[src/rtl/dbus_arbiter.sv]
// dbus_arbiter: two-requester arbiter for the data-memory system-bus port.
// Requester 0 is the CPU data bus. Requester 1 is a secondary master such as
// a boot loader or DMA. Grants are combinational. Locked bursts are bounded
// by MAX_HOLD, and one-cycle read data is routed back by a one-entry tag.
// Optional build macro: DBUS_ARB_RR_EN. When it is defined, ties go
// round-robin. When it is undefined, M0 wins every tie.
module dbus_arbiter #(
   parameter int unsigned MAX_HOLD = 16
) (
   input  logic        clk,
   input  logic        rst,
   input  logic        m0_en,
   input  logic        m0_rdwr,
   input  logic        m0_lock,
   input  logic [3:0]  m0_mask,
   input  logic [31:0] m0_addr,
   input  logic [31:0] m0_wr_data,
   input  logic        m1_en,
   input  logic        m1_rdwr,
   input  logic        m1_lock,
   input  logic [3:0]  m1_mask,
   input  logic [31:0] m1_addr,
   input  logic [31:0] m1_wr_data,
   output logic        m0_gnt,
   output logic        m1_gnt,
   output logic [31:0] m0_rd_data,
   output logic [31:0] m1_rd_data,
   output logic        m0_rd_valid,
   output logic        m1_rd_valid,
   output logic        mem_en,
   output logic        mem_rdwr,
   output logic [3:0]  mem_mask,
   output logic [31:0] mem_addr,
   output logic [31:0] mem_wr_data,
   input  logic [31:0] mem_rd_data
);

   typedef enum logic [1:0] {
      OWN_IDLE = 2'd0,
      OWN_M0   = 2'd1,
      OWN_M1   = 2'd2
   } owner_e;

   localparam logic [7:0] HOLD_MAX = 8'(MAX_HOLD);

   owner_e     owner_q, owner_d;
   logic       last_q, last_d;        // 0 = M0 granted last, 1 = M1
   logic [7:0] hold_q, hold_d;
   logic       tag_vld_q, tag_vld_d;
   logic       tag_id_q, tag_id_d;    // requester that issued the pending read
   logic       hold_ok;

   // Grant selection: the locked owner keeps the port, an expired lock yields to the waiter, then the tie rule applies
   always_comb begin
      m0_gnt  = 1'b0;
      m1_gnt  = 1'b0;
      hold_ok = (hold_q < HOLD_MAX);
      if (!rst) begin
         if (owner_q == OWN_M0 && m0_en && (hold_ok || !m1_en)) begin
            m0_gnt = 1'b1;
         end else if (owner_q == OWN_M1 && m1_en && (hold_ok || !m0_en)) begin
            m1_gnt = 1'b1;
         end else if (m0_en && m1_en) begin
            // owner still requesting here means its hold expired: the waiter wins
            if (owner_q == OWN_M0 && m0_en) begin
               m1_gnt = 1'b1;
            end else if (owner_q == OWN_M1 && m1_en) begin
               m0_gnt = 1'b1;
            end else begin
`ifdef DBUS_ARB_RR_EN
               m0_gnt = last_q;
               m1_gnt = !last_q;
`else
               m0_gnt = 1'b1;
`endif
            end
         end else begin
            m0_gnt = m0_en;
            m1_gnt = m1_en;
         end
      end
   end

   // Memory port mux: follows the granted requester and drives zero when idle
   always_comb begin
      mem_en      = m0_gnt | m1_gnt;
      mem_rdwr    = 1'b0;
      mem_mask    = 4'h0;
      mem_addr    = 32'h0;
      mem_wr_data = 32'h0;
      if (m1_gnt) begin
         mem_rdwr    = m1_rdwr;
         mem_mask    = m1_mask;
         mem_addr    = {m1_addr[31:2], 2'b00};
         mem_wr_data = m1_wr_data;
      end else if (m0_gnt) begin
         mem_rdwr    = m0_rdwr;
         mem_mask    = m0_mask;
         mem_addr    = {m0_addr[31:2], 2'b00};
         mem_wr_data = m0_wr_data;
      end
   end

   // Read return: route one-cycle read data to the tagged requester only
   always_comb begin
      m0_rd_valid = tag_vld_q && !tag_id_q;
      m1_rd_valid = tag_vld_q &&  tag_id_q;
      m0_rd_data  = m0_rd_valid ? mem_rd_data : 32'h0;
      m1_rd_data  = m1_rd_valid ? mem_rd_data : 32'h0;
   end

   // Next state: ownership follows a locked grant, and hold counts the cycles the waiter is starved
   always_comb begin
      owner_d   = OWN_IDLE;
      last_d    = last_q;
      hold_d    = 8'h0;
      tag_vld_d = mem_en && !mem_rdwr;
      tag_id_d  = m1_gnt;
      if (m0_gnt) begin
         last_d = 1'b0;
         if (m0_lock) begin
            owner_d = OWN_M0;
            if (owner_q == OWN_M0)
               hold_d = (m1_en && hold_ok) ? 8'(hold_q + 8'd1) : hold_q;
         end
      end else if (m1_gnt) begin
         last_d = 1'b1;
         if (m1_lock) begin
            owner_d = OWN_M1;
            if (owner_q == OWN_M1)
               hold_d = (m0_en && hold_ok) ? 8'(hold_q + 8'd1) : hold_q;
         end
      end
   end

   // State registers: async reset leaves the port idle, with M0 favoured on the first tie
   always_ff @(posedge clk or posedge rst) begin
      if (rst) begin
         owner_q   <= OWN_IDLE;
         last_q    <= 1'b1;
         hold_q    <= 8'h0;
         tag_vld_q <= 1'b0;
         tag_id_q  <= 1'b0;
      end else begin
         owner_q   <= owner_d;
         last_q    <= last_d;
         hold_q    <= hold_d;
         tag_vld_q <= tag_vld_d;
         tag_id_q  <= tag_id_d;
      end
   end

endmodule

[config.mk]
export PLATFORM = sky130hd
export DESIGN_NAME = dbus_arbiter
export DESIGN_NICKNAME = d
export VERILOG_FILES = /design/src/rtl/dbus_arbiter.sv
export SDC_FILE = /design/constraint.sdc
export NUM_CORES = 1
export LEC_CHECK = 0
export CAP_MARGIN = 25
export CORE_AREA = 2 2 121 123
export CTS_CLUSTER_DIAMETER = 50
export CTS_CLUSTER_SIZE = 30
export DETAILED_ROUTE_END_ITERATION = 10
export DIE_AREA = 0 0 123 125
export MAX_ROUTING_LAYER = met4
export PLACE_DENSITY = 0.65
export SYNTH_ARGS = -nofsm -noshare
export SYNTH_HDL_FRONTEND = slang
export SYNTH_SLANG_ARGS = --single-unit
export TNS_END_PERCENT = 100
[constraint.sdc]
create_clock -name clk -period 1.9 [get_ports clk]
set_clock_uncertainty 0.05 [all_clocks]
set_input_delay 0.285 -clock clk [delete_from_list [all_inputs] [get_ports clk]]
set_output_delay 0.285 -clock clk [all_outputs]
set_load 0.02 [all_outputs]
Yosys cells after proc, flatten, opt, wreduce, memory -nomap -nowiden. Cells that the tools add are included.

Order comparisons: 1. Muxes and demuxes: 32. Bitwise gates (word level): 1. Equal/unequal tests: 4. Add/sub/neg operators: 1. Reductions and logical operators: 17.

Operators by type and width (number): $mux W32 (6); $mux W8 (8); $mux W1 (13); $logic_and A1 B1 Y1 (10); $add A8 B1 Y8 const B (1); $lt A8 B5 Y1 const B (1); $mux W4 (2); $mux W2 (3); $ne A5 B4 Y1 const B (1); $logic_not A1 Y1 (4); $ne A4 B3 Y1 const B (1); $eq A2 B1 Y1 const B (1); $eq A2 B2 Y1 const B (1); $logic_or A1 B1 Y1 (2); $reduce_and A2 Y1 (1); $or A1 B1 Y1 (1).

Logic and storage cells: 60. Bits in registers: 12. Output and inout port bits: 138. Bits of input ports: 176.

Depth between registers and ports, before layout.
Depth in word-level cells: 11. Mapped depth: 6. Mapped depth without buffers: 4.

Worst setup path after synthesis. OpenSTA, ideal clock, no wires.

Path type: register to output. From: register hold_q[6]. To: output port mem_addr[25]. Stages on the path, launching flop included: 7. Data arrival time: 1.793 ns. Buffers on the path: 2. Slack: -0.228 ns. Required time: 1.565 ns. Path through: dfrtp_1 > or4_4 > o221ai_2 > and2_4 > buf_12 > buf_12 > a22o_1.

Elaborated cells on any way between the ends: 13. Classes of those cells: order compare (1); mux (8); reduce/logical (4).

RTL lines: start: declaration (line 48) `logic [7:0] hold_q, hold_d;`; start signal: assignment (line 147) `hold_q <= hold_d;`; $lt A8 B5 Y1 * (line 57) `hold_ok = (hold_q < HOLD_MAX);`; $logic_or A1 B1 Y1 (line 61) `end else if (owner_q == OWN_M1 && m1_en && (hold_ok || !m0_en)) begin`; $logic_and A1 B1 Y1 (line 61); $mux W1 (line 61); $mux W1 * (line 59) `if (owner_q == OWN_M0 && m0_en && (hold_ok || !m1_en)) begin`; $mux W1 * (line 58) `if (!rst) begin`; net m1_gnt (line 25) `output logic m1_gnt,`; $mux W32 * (line 91) `if (m1_gnt) begin`; end: declaration (line 33) `output logic [31:0] mem_addr,`.

The timed path passes the listed nets; every way through them passes the cells marked *.

Final worst setup path.
From: register hold_q[5]. To: output port mem_wr_data[14].

Word-level cells in the longest chain between the ends: 8. Elaborated cells on any way between the ends: 13. Classes of those cells: order compare (1); mux (8); reduce/logical (4).

RTL lines: $lt A8 B5 Y1 * (line 57); $logic_or A1 B1 Y1 (line 61); $logic_and A1 B1 Y1 (line 61); $mux W1 (line 61); $mux W1 (line 59); $mux W1 (line 58); $mux W32 (line 96) `end else if (m0_gnt) begin`; $mux W32 * (line 91); end: declaration (line 34) `output logic [31:0] mem_wr_data,`.

Mark *: on every way between the ends. The rest lies on a longest branch, timed or not.

==> key figures <==
Run status
  • Status: complete, but fails checks
  • Violated checks: negative setup slack

Power
  • Sw Ratio: 0.318
  • Int Power: 1360 uW
  • Comb pwr share: 0.676
  • NetSw: 633 uW
  • Pwr Density: 308 nW/um^2
  • Max IR drop VDD: 0.213 mV
  • LEAKAGE: 0.00327 uW
  • Clk pwr share: 0.191
  • Sequential power share: 0.132

Worst setup path
  • Critical path buffer and inverter count: 4
  • Worst-path fanout max: 6
  • Crit. End Element: output port
  • Critical Path AT: 2.25 ns
  • Critical path class: flip-flop to output port
  • WP data required: 1.56 ns
  • Critical path launch point type: flip-flop
  • Cells along the critical path: or4_4 > o22ai_4 > a21boi_4 > buf_12 > buf_16 > buf_6 > a22o_4 > buf_6
  • Slowest cell on the critical path: or4_4
  • Delay-heaviest family, CP: simple AND/OR/NAND/NOR gates
  • Crit-path max cell delay: 0.58 ns
  • Crit path top cell by count: buf_6

Placed design
  • DP Wirelength: 10200 microns
  • Place WS: -0.827 ns
  • IO Port Bufs: 307
  • Gpl congestion: 0.912
  • Area after DPL: 5880 sq um
  • DP Cell Count: 719

Floorplanning
  • Die Height: 125 microns
  • FP Rows: 44
  • Die area: 15400 sq um
  • Core area: 14200 sq um
  • Initial Utilization: 0.137
  • Io pins: 314
  • Die X: 123 microns

Yosys
  • Sequential fraction of the synthesis area: 0.154
  • Mean area per synthesized cell: 8.78 sq um
  • Post-Syn Instances: 222
  • Yosys reg bits: 12
  • Area contributors post-synth: a22o_1 (29%), dfrtp_1 (15%), and2_1 (12%)
  • Netlist cell types: 40
  • Netlist Area Pre-Place: 1950 sq um
  • Top-area cell type share of the netlist area: 0.292
  • Yosys warning count: 0
  • Cell taking the most area after synthesis: a22o_1

Cells and area
  • Antenna cell count: 0
  • Cell area after layout: 6450 sq um
  • Share of cells above drive strength 1: 0.385
  • Post-Layout Cell Count: 745
  • Nets: 740
  • P&R area growth vs syn: 231%
  • Fillers: 1344
  • Seq. cell area: 300 sq um
  • Area of the multi-input gates: 2000 sq um

Clock network
  • Reg clk slew, reported paths: 0.04 ns
  • # H-tree levels: 1
  • Worst-Skew Late Latency: 0.24 ns
  • Clock Path Buffers: 2
  • Sink Count: 12
  • CTS tree: done
  • CTS buffer count: 3
  • Clk root buf: clkbuf_16

GRT
  • First-pass GRT wire length: 18100 microns
  • Gr ovfl total: 0
  • GRT Util Overall: 0.155
  • Number of global-route vias before repair: 3382
  • Initial antenna violation count: 0
  • Largest net degree at the start of global routing: 34

Flow run
  • Number of max-cap violations: 0

Route
  • DR WL/cell: 17.0 microns
  • Remaining antenna violation count: 0
  • Via-to-Cell Ratio: 4.35
  • DRC viols: 0
  • Vias: 3243
  • First-pass iteration count of the detailed router: 4
  • Final wirelength: 12600 microns
  • 1st-iter DRT viols: 61

Timing
  • Max Slew Vio Count: 0
  • Fin crit share: 1.36
  • Fin. Hold Viols: 0
  • Final setup violation count: 73
  • Setup WS post-layout: -0.683 ns
  • Hold slack: 0.389 ns
  • Tmin final: 2.58 ns
  • Unrepaired setup endpoints after global routing: yes
  • Setup tns final: -44.67 ns
  • Max Fclk: 0.387 GHz

Min path
  • Worst Hold Class: input pin to async pin
## Yosys cell counts (all sizes together)
cell     number
nand4b        2
buf          17
a21boi        1
clkbuf        9
o41ai         1
or2           1
and4b         2
o22a          1
nand3         4
or4           2
conb          1
o31ai         1
or3           1
or2b          1
nor3          2
nor2          1
a22o         68
and3         33
nand2         2
o21ai         2
nor4          1
a21oi         3
inv           3
ha            1
and2b         1
o221ai        1
a21o          1
o2bb2ai       1
nor2b         4
a31oi         1
dfrtp        12
o22ai         1
and2         40
## layout make-up
cell class,instances,area share
inverter,3,0.00174
sequential,12,0.0465
clock buffer,3,0.0116
timing repair buffer,360,0.595
multi-input combinational,183,0.309
tap,184,0.0357
## through the flow
step,power [uW],util
finish,1990,0.454
global route,2080,0.454
CTS,1970,0.442
detailed placement,1500,0.414
global placement,1490,0.414
floorplan,789,-
## per-layer routing
metal	global-route usage	vias up	routed length [microns]
met4	0.0408	0	212
li1	-	1537	-
met1	0.153	1469	4300
met5	-	-	0
met3	0.0297	16	1240
met2	0.302	221	6880
## cells in the final DEF (no fill, tap or decap), types with 2 or more instances in the layout
master / synthesis / layout
nand2_1: 2 / 2
dlygate4sd2_1: 0 / 59
inv_1: 3 / 3
buf_4: 2 / 23
buf_12: 8 / 10
o21ai_0: 2 / 2
nor2b_1: 4 / 3
clkbuf_16: 0 / 6
buf_16: 0 / 8
and4b_1: 2 / 2
clkdlybuf4s50_1: 0 / 171
and2_2: 3 / 3
and3_1: 32 / 32
clkbuf_2: 0 / 5
nand4b_1: 2 / 2
a21oi_1: 3 / 3
a22o_4: 0 / 67
dfrtp_1: 12 / 12
and2_1: 36 / 35
buf_6: 7 / 74
buf_8: 0 / 4
nand3_1: 4 / 4
and2_4: 1 / 3
conb_1: 1 / 2
## registers in the layout, indices dropped and copies added (netlist names)
name       flops
tag_vld_q      1
tag_id_q       1
owner_q        2
hold_q         8
## cell families (layout without fill, tap and decap cells)
family                     after synthesis  in the layout  share of synthesized area
buffers and inverters                   29            366                      0.153
and+or+nand+nor                         97             98                      0.318
AOI/OAI and AO/OA                       82             82                      0.366
adders and majority gates                1              1                    0.00642
other                                    1              2                    0.00192
DFF                                     12             12                      0.154
## power by group through the flow
stage | logic [uW] | registers, uW | clock network, uW
2_1_floorplan | 521 | 268 | 0
3_3_place_gp | 1220 | 267 | 0
3_5_place_dp | 1230 | 267 | 0
4_1_cts | 1310 | 264 | 391
5_1_grt | 1410 | 264 | 402
6_report | 1350 | 264 | 380
## what timing repair did
| action | in CTS | in global routing |
|---|---|---|
| hold buffers | 0 | 0 |
| endpoints found under the setup margin | 139 | 98 |
| resized for setup | 478 | 44 |
| cloned | 9 | 3 |
| hold endpoints to repair | 0 | 0 |
| pin swaps | 5 | 6 |
| setup buffers | 9 | 5 |
## worst paths after layout
kind | startpoint | to | slack (ns) | cells past startpoint
setup reg to reg | hold_q[5] | tag_vld_q | -0.33 | 10
max in group asynchronous | rst | hold_q[0] | 1.09 | 2
setup / recovery | hold_q[5] | mem_wr_data[14] | -0.68 | 8
min in group clk | hold_q[1] | hold_q[1] | 0.50 | 1
hold reg to reg | hold_q[1] | hold_q[1] | 0.50 | 1
hold / removal | rst | owner_q[0] | 0.39 | 2
(Power assumes the default switching activity.)
